===== config.mk =====
export PLATFORM = sky130hd
export DESIGN_NAME = bg_lsu_xbar_sched_flat
export DESIGN_NICKNAME = d
export VERILOG_FILES = /design/src/rtl/bg_lsu_xbar_sched_pkg.sv /design/src/rtl/bg_lsu_xbar_sched_if.sv /design/src/rtl/rr_arb4.sv /design/src/rtl/bg_lsu_xbar_sched.sv /design/src/flat_wrapper.sv
export SDC_FILE = /design/constraint.sdc
export NUM_CORES = 1
export LEC_CHECK = 0
export ABC_AREA = 1
export CORE_UTILIZATION = 45
export DETAILED_ROUTE_END_ITERATION = 16
export PLACE_DENSITY = 0.67
export SETUP_SLACK_MARGIN = 0.05
export SYNTH_ARGS = -nofsm -noshare
export SYNTH_HDL_FRONTEND = slang
export SYNTH_SLANG_ARGS = --single-unit

===== constraint.sdc =====
create_clock -name clk -period 3.4 [get_ports clk]
set_clock_uncertainty 0.2 [all_clocks]
set_input_delay 0.68 -clock clk [delete_from_list [all_inputs] [get_ports clk]]
set_output_delay 0.68 -clock clk [all_outputs]
set_load 0.005 [all_outputs]

===== src/rtl/bg_lsu_xbar_sched_pkg.sv =====
// Shared constants and types for the 4x4 BG/LSU crossbar scheduler.
package bg_lsu_xbar_sched_pkg;

    localparam int unsigned N_PORT = 4;
    localparam int unsigned SEL_W  = 2;
    localparam logic [N_PORT*SEL_W-1:0] SWITCH_IDENTITY = 8'hE4;

    typedef enum logic {
        IDLE = 1'b0,
        BUSY = 1'b1
    } bg_state_e;

endpackage


===== src/rtl/bg_lsu_xbar_sched_if.sv =====
// Request/grant and crossbar-status bundle between the LSU request logic and the scheduler.
interface bg_lsu_xbar_sched_if
    import bg_lsu_xbar_sched_pkg::*;
#(
    parameter int unsigned LEN_W = 4,
    parameter int unsigned CNT_W = 16
) ();

    logic                      sched_en;
    logic [N_PORT-1:0]         lsu_req;
    logic [N_PORT*SEL_W-1:0]   lsu_bg;
    logic [N_PORT*LEN_W-1:0]   lsu_len;
    logic [N_PORT-1:0]         lsu_gnt;
    logic [N_PORT-1:0]         lsu_active;
    logic [N_PORT-1:0]         bg_active;
    logic [N_PORT*SEL_W-1:0]   bg_owner;
    logic [N_PORT*SEL_W-1:0]   switch;
    logic [CNT_W-1:0]          conflict_cnt;

    modport master (
        output sched_en, lsu_req, lsu_bg, lsu_len,
        input  lsu_gnt, lsu_active, bg_active, bg_owner, switch, conflict_cnt
    );

    modport slave (
        input  sched_en, lsu_req, lsu_bg, lsu_len,
        output lsu_gnt, lsu_active, bg_active, bg_owner, switch, conflict_cnt
    );

endinterface


===== src/rtl/rr_arb4.sv =====
// 4-input round-robin arbiter: the first requester at or after ptr_i (wrapping) wins.
module rr_arb4
    import bg_lsu_xbar_sched_pkg::*;
(
    input  logic [N_PORT-1:0] req_i,
    input  logic [SEL_W-1:0]  ptr_i,
    output logic [N_PORT-1:0] gnt_o,
    output logic [SEL_W-1:0]  idx_o,
    output logic              any_o
);

    logic [SEL_W-1:0] cand;

    always_comb begin
        gnt_o = '0;
        idx_o = '0;
        any_o = 1'b0;
        cand  = '0;
        for (int unsigned off = 0; off < N_PORT; off++) begin
            // 2-bit wraparound gives the modulo-4 rotation for free
            cand = ptr_i + SEL_W'(off);
            if (!any_o && req_i[cand]) begin
                any_o       = 1'b1;
                idx_o       = cand;
                gnt_o[cand] = 1'b1;
            end
        end
    end

endmodule


===== src/rtl/bg_lsu_xbar_sched.sv =====
// Crossbar scheduler: per-BG round-robin grants, burst hold, and a switch value that is
// always a permutation of the four LSU indices.
module bg_lsu_xbar_sched
    import bg_lsu_xbar_sched_pkg::*;
#(
    parameter int unsigned LEN_W = 4,
    parameter int unsigned CNT_W = 16
) (
    input logic                clk,
    input logic                rst_n,
    bg_lsu_xbar_sched_if.slave bus
);

    bg_state_e         state_q [N_PORT];
    bg_state_e         state_d [N_PORT];
    logic [LEN_W-1:0]  cnt_q   [N_PORT];
    logic [LEN_W-1:0]  cnt_d   [N_PORT];
    logic [SEL_W-1:0]  ptr_q   [N_PORT];
    logic [SEL_W-1:0]  ptr_d   [N_PORT];
    logic [SEL_W-1:0]  owner_q [N_PORT];
    logic [SEL_W-1:0]  owner_d [N_PORT];

    logic [N_PORT-1:0]       gnt_q, gnt_d;
    logic [N_PORT-1:0]       act_q, act_d;
    logic [N_PORT*SEL_W-1:0] switch_q, switch_d;
    logic [CNT_W-1:0]        conf_q, conf_d;

    logic [N_PORT-1:0] elig    [N_PORT];
    logic [N_PORT-1:0] arb_gnt [N_PORT];
    logic [SEL_W-1:0]  arb_idx [N_PORT];
    logic [N_PORT-1:0] arb_any;
    logic              conflict;
    logic [N_PORT-1:0] used;
    logic              found;

    // elig[j][i]: LSU i may be granted BG j this cycle
    always_comb begin
        for (int unsigned j = 0; j < N_PORT; j++) begin
            elig[j] = '0;
            for (int unsigned i = 0; i < N_PORT; i++) begin
                elig[j][i] = bus.sched_en && bus.lsu_req[i] && !act_q[i] &&
                             (state_q[j] == IDLE) &&
                             (bus.lsu_bg[i*SEL_W +: SEL_W] == SEL_W'(j));
            end
        end
    end

    for (genvar g = 0; g < N_PORT; g++) begin : g_arb
        rr_arb4 u_arb (
            .req_i (elig[g]),
            .ptr_i (ptr_q[g]),
            .gnt_o (arb_gnt[g]),
            .idx_o (arb_idx[g]),
            .any_o (arb_any[g])
        );
    end

    always_comb begin
        gnt_d    = '0;
        act_d    = act_q;
        conflict = 1'b0;
        for (int unsigned j = 0; j < N_PORT; j++) begin
            state_d[j] = state_q[j];
            cnt_d[j]   = cnt_q[j];
            ptr_d[j]   = ptr_q[j];
            owner_d[j] = owner_q[j];
            if (state_q[j] == BUSY) begin
                if (cnt_q[j] == '0) begin
                    state_d[j]          = IDLE;
                    act_d[owner_q[j]]   = 1'b0;
                end else begin
                    cnt_d[j] = cnt_q[j] - LEN_W'(1);
                end
            end else if (arb_any[j]) begin
                state_d[j] = BUSY;
                owner_d[j] = arb_idx[j];
                cnt_d[j]   = bus.lsu_len[arb_idx[j]*LEN_W +: LEN_W];
                ptr_d[j]   = arb_idx[j] + SEL_W'(1);
                gnt_d      = gnt_d | arb_gnt[j];
                act_d      = act_d | arb_gnt[j];
            end
            if ($countones(elig[j]) > 1) begin
                conflict = 1'b1;
            end
        end
        conf_d = (conflict && (conf_q != '1)) ? conf_q + CNT_W'(1) : conf_q;
    end

    // Busy BGs keep their owner; idle BGs take the leftover LSUs in ascending order.
    always_comb begin
        used     = '0;
        switch_d = '0;
        found    = 1'b0;
        for (int unsigned j = 0; j < N_PORT; j++) begin
            if (state_d[j] == BUSY) begin
                used[owner_d[j]]               = 1'b1;
                switch_d[j*SEL_W +: SEL_W]     = owner_d[j];
            end
        end
        for (int unsigned j = 0; j < N_PORT; j++) begin
            if (state_d[j] == IDLE) begin
                found = 1'b0;
                for (int unsigned i = 0; i < N_PORT; i++) begin
                    if (!found && !used[i]) begin
                        found                      = 1'b1;
                        used[i]                    = 1'b1;
                        switch_d[j*SEL_W +: SEL_W] = SEL_W'(i);
                    end
                end
            end
        end
    end

    always_ff @(posedge clk or negedge rst_n) begin
        if (!rst_n) begin
            for (int unsigned j = 0; j < N_PORT; j++) begin
                state_q[j] <= IDLE;
                cnt_q[j]   <= '0;
                ptr_q[j]   <= '0;
                owner_q[j] <= '0;
            end
            gnt_q    <= '0;
            act_q    <= '0;
            switch_q <= SWITCH_IDENTITY;
            conf_q   <= '0;
        end else begin
            for (int unsigned j = 0; j < N_PORT; j++) begin
                state_q[j] <= state_d[j];
                cnt_q[j]   <= cnt_d[j];
                ptr_q[j]   <= ptr_d[j];
                owner_q[j] <= owner_d[j];
            end
            gnt_q    <= gnt_d;
            act_q    <= act_d;
            switch_q <= switch_d;
            conf_q   <= conf_d;
        end
    end

    logic [N_PORT-1:0]       bg_active;
    logic [N_PORT*SEL_W-1:0] bg_owner;

    always_comb begin
        bg_active = '0;
        bg_owner  = '0;
        for (int unsigned j = 0; j < N_PORT; j++) begin
            bg_active[j]               = (state_q[j] == BUSY);
            bg_owner[j*SEL_W +: SEL_W] = owner_q[j];
        end
    end

    assign bus.lsu_gnt      = gnt_q;
    assign bus.lsu_active   = act_q;
    assign bus.bg_active    = bg_active;
    assign bus.bg_owner     = bg_owner;
    assign bus.switch       = switch_q;
    assign bus.conflict_cnt = conf_q;

endmodule


===== src/flat_wrapper.sv =====
// flat-port wrapper written by rule: the top's interface ports become plain ports
module bg_lsu_xbar_sched_flat import bg_lsu_xbar_sched_pkg::*;
#(
    parameter int unsigned LEN_W = 4,
    parameter int unsigned CNT_W = 16
)
  (clk, rst_n, bus_sched_en, bus_lsu_req, bus_lsu_bg, bus_lsu_len, bus_lsu_gnt, bus_lsu_active, bus_bg_active, bus_bg_owner, bus_switch, bus_conflict_cnt);
  bg_lsu_xbar_sched_if #(.LEN_W(LEN_W), .CNT_W(CNT_W)) bus_i ();
  input logic clk;
  input logic rst_n;
  input wire logic [$bits(bus_i.sched_en)-1:0] bus_sched_en;
  input wire logic [$bits(bus_i.lsu_req)-1:0] bus_lsu_req;
  input wire logic [$bits(bus_i.lsu_bg)-1:0] bus_lsu_bg;
  input wire logic [$bits(bus_i.lsu_len)-1:0] bus_lsu_len;
  output wire logic [$bits(bus_i.lsu_gnt)-1:0] bus_lsu_gnt;
  output wire logic [$bits(bus_i.lsu_active)-1:0] bus_lsu_active;
  output wire logic [$bits(bus_i.bg_active)-1:0] bus_bg_active;
  output wire logic [$bits(bus_i.bg_owner)-1:0] bus_bg_owner;
  output wire logic [$bits(bus_i.switch)-1:0] bus_switch;
  output wire logic [$bits(bus_i.conflict_cnt)-1:0] bus_conflict_cnt;
  assign bus_i.sched_en = bus_sched_en;
  assign bus_i.lsu_req = bus_lsu_req;
  assign bus_i.lsu_bg = bus_lsu_bg;
  assign bus_i.lsu_len = bus_lsu_len;
  assign bus_lsu_gnt = bus_i.lsu_gnt;
  assign bus_lsu_active = bus_i.lsu_active;
  assign bus_bg_active = bus_i.bg_active;
  assign bus_bg_owner = bus_i.bg_owner;
  assign bus_switch = bus_i.switch;
  assign bus_conflict_cnt = bus_i.conflict_cnt;
  bg_lsu_xbar_sched #(.LEN_W(LEN_W), .CNT_W(CNT_W)) u_core (.clk(clk), .rst_n(rst_n), .bus(bus_i));
endmodule

==> run_results.csv <==
group,metric,value,unit
setup_path,crit_chain,"dlygate4sd2_1 > nand2_2 > nor2_4 > buf_6 > nand3_2 > nand2_2 > o21ai_0 > nor2_1 > nor2_1 > nand2_1 > nand2_4 > nand2_1 > nand2_1 > nor2_1 > nor2_2 > nand3_4 > inv_4 > nand2_4 > nor2_4 > nand2_1 > o21ai_0 > nor2_1 > nor2_1",
pwr,p_sw_share,48.34,%
placed_design,io_buffers,74,
setup_path,rr_worst_depth,21,
setup_path,required,3.48,ns
setup_path,path_common_cell,"nor2_1",
clocking,cts_made_buffers,9,
clocking,insertion_delay,0.34,ns
floorplan,fp.coreArea,13350,µm²
sta,whs,0.2740,ns
pwr,p_int,0.004421,W
routing,viasPerCell,5.395,
setup_path,critPathTopFamily,"simple AND/OR/NAND/NOR gates",
global_routing,grt-ovfl-total,0,
floorplan,start_util,46.33,%
global_routing,grt_max_degree,69,
routing,routed_wl,20590,µm
setup_path,crit_buf_inv,3,
finish,syn2layout_area_growth,48.99,%
setup_path,cp.arrival,3.32,ns
setup_path,crit_type,"in -> reg",
pwr,seq_power_share,16.1,%
setup_path,crit_path_end_kind,"register",
setup_path,crit_fanout,8,
routing,via_count,7138,
sta,final-setup-viol-count,0,
finish,final_area,9213,µm²
logic_synthesis,netlist_area,6183,µm²
clocking,clk_pin_slew,0.06,ns
clocking,root_buffer,"clkbuf_16",
global_routing,grt_pass1_wl,31820,µm
placed_design,dp.cells,1287,
routing,ant_nets,0,
placed_design,post-place-ws,-0.6210,ns
sta,post-route-min-period,3.241,ns
finish,fillers,1134,
logic_synthesis,synthDistinctLibCells,49,
sta,hold_viol,0,
clocking,clkSinkCount,68,
routing,drc,0,
floorplan,std_cell_rows,42,
clocking,clockBufferDepth,2,
finish,final_cell_mix,"nand2_1 (159), buf_4 (157), inv_1 (104)",
finish,layout-drive-gt1-share,34.09,%
finish,layout_commonest_cell,"nand2_1",
pwr,pwr-share-clk,12.3,%
placed_design,dpl.hpwl,15300,µm
logic_synthesis,avgSynthCellArea,6.810,µm²
sta,slew_viol_final,0,
sta,worst_pin_slew,0.9012,ns
status,status,"finished, final reports clean",
routing,firstDrtPassIters,5,
placed_design,place_area,8140,µm²
logic_synthesis,yosysSeqAreaShare,27.60,%
pwr,power.leakage,4.560,nW
global_routing,track_usage,28.54,%
finish,finalNetCount,1210,
sta,fin_crit_sh,95.32,%
routing,drtIter0Drc,631,
logic_synthesis,synth-async-reset-ratio,100.0,%
sta,fmax,0.3086,GHz
floorplan,die-area,14210,µm²
floorplan,io_pins,75,
setup_path,cp.depth,23,
setup_path,max_stage_delay,0.27,ns
global_routing,grt_pass1_vias,6551,
sta,relSlewSlack,39.92,%
global_routing,grt_antenna_before_repair,0,
sta,rsz0062_at_grt,"yes",
pwr,ir_drop,0.0005678,V
pwr,p_sw,0.004137,W
finish,diodes,0,
routing,wl_per_cell,15.56,µm
clocking,cts_tree,"yes",
finish,finalNonFillerCells,1323,
floorplan,chipHeight,119.2,µm
logic_synthesis,synth_flop_cell,"dfrtp_1",
flow_run,maxCapViolations,0,
sta,fin_ws,0.1592,ns
clocking,hold_buffers,0,
logic_synthesis,synth_edf_count,0,
logic_synthesis,synth-seq-cells,68,
setup_path,cp_slowest_cell,"o21ai_0",
pwr,combPwrFrac,71.6,%
setup_path,start_kind,"input port",
logic_synthesis,syn_inst,908,
placed_design,gp_congestion,0.9755,
floorplan,die_w,119.2,µm
clocking,cts_max_level,3,
logic_synthesis,synth_nets,976,
logic_synthesis,ys.warnings.count,0,
worst_hold_path,hold_path_class,"in -> async",
pwr,cellPowerDensity,928.9,nW/µm²
## layer usage
layer  part of all wire (%)  track usage (%)
met5                      0                0
met4                    2.1            9.415
met3                    6.8            4.741
met2                     49            48.15
met1                     42            36.92
## worst paths after layout
check,slack [ns],end,from
min in group clk,0.30,u_core.bus.conflict_cnt[4],u_core.bus.conflict_cnt[4]
worst max register to register,0.19,u_core.bus.switch[7],u_core.bus.bg_active[1]
worst max-delay path,0.16,u_core.bus.switch[6],bus_lsu_req[2]
worst min register to register,0.30,u_core.bus.conflict_cnt[4],u_core.bus.conflict_cnt[4]
worst min-delay path,0.27,u_core.ptr_q[5],rst_n
max in group asynchronous,2.15,u_core.bus.bg_owner[5],rst_n
## timing repair
action | in CTS | in global routing
setup buffers | 2 | 17
resized for setup | 75 | 119
cloned | 0 | 1
pin swaps | 27 | 67
endpoints found under the setup margin | 18 | 18
## synthesized netlist by cell type, types with 10 or more instances
master / n / area (µm²)
o22ai_1: 20 / 125.1
nor2_1: 82 / 307.8
nor2_2: 11 / 68.82
xor2_1: 11 / 96.34
nand2_1: 202 / 758.2
ha_1: 33 / 412.9
a21oi_1: 40 / 200.2
inv_2: 10 / 37.54
nand3_2: 10 / 100.1
nor3_1: 18 / 90.09
inv_1: 120 / 450.4
dfrtp_1: 64 / 1602
nand3_1: 82 / 410.4
nand2_2: 30 / 187.7
o21ai_0: 64 / 320.3
nand4_1: 13 / 81.33
## sequential cells by signal, indices dropped and copies added, names as in the netlist
| name | flops |
|---|---|
| u_core.bus.bg_active | 4 |
| u_core.bus.bg_owner | 8 |
| u_core.bus.conflict_cnt | 16 |
| u_core.bus.lsu_active | 4 |
| u_core.bus.lsu_gnt | 4 |
| u_core.bus.switch | 8 |
| u_core.cnt_q | 16 |
| u_core.ptr_q | 8 |
## through the flow
stage | setup TNS [ns] | power, W | util, %
5_1_grt | -0.009299 | 0.009193 | 69.02
6_report | 0 | 0.008558 | 69.02
4_1_cts | 0 | 0.007929 | 65.12
3_5_place_dp | -12.99 | 0.006691 | 60.99
3_3_place_gp | -11.87 | 0.006631 | 60.99
2_1_floorplan | 0 | 0.004432 | -
## power by group through the flow
stage	Clock (W)	Sequential, W	Combinational (W)
finish	0.00105	0.00138	0.00613
floorplan	0	0.00139	0.00304
global placement	0	0.00137	0.00526
global route	0.00111	0.00140	0.00668
CTS	0.00107	0.00137	0.00549
detailed placement	0	0.00137	0.00532
## worst register-to-register path, delay by kind of cell, from the launching register on
family,cells,cell delay [ns]
and+or+nand+nor,16,1.85
buffers and inverters,3,0.42
DFF,1,0.38
AOI/OAI and AO/OA,2,0.30
## cells by family (layout without fill, tap and decap cells)
| kind of cell | after synthesis | after routing | synth area share [%] |
|---|---|---|---|
| buffers and inverters | 144 | 383 | 9.085 |
| xor gates and xnor gates | 19 | 19 | 2.691 |
| and+or+nand+nor | 474 | 474 | 36.71 |
| muxes | 1 | 1 | 0.1821 |
| DFF | 68 | 68 | 27.60 |
| AOI/OAI and AO/OA | 165 | 165 | 15.76 |
| adders and majority gates | 37 | 37 | 7.973 |
## cell type report
cell class              instances  area [µm²]  area share (%)
well taps                     176       220.2           2.390
multi-input cells             696        4498           48.83
clock inverters                 5       82.58          0.8964
repair buffers                234        1932           20.97
inverters                     133       520.5           5.650
clock buffers                  11       252.7           2.743
flip-flops and latches         68        1707           18.53
Note: power is estimated with default switching activity, not from simulation.
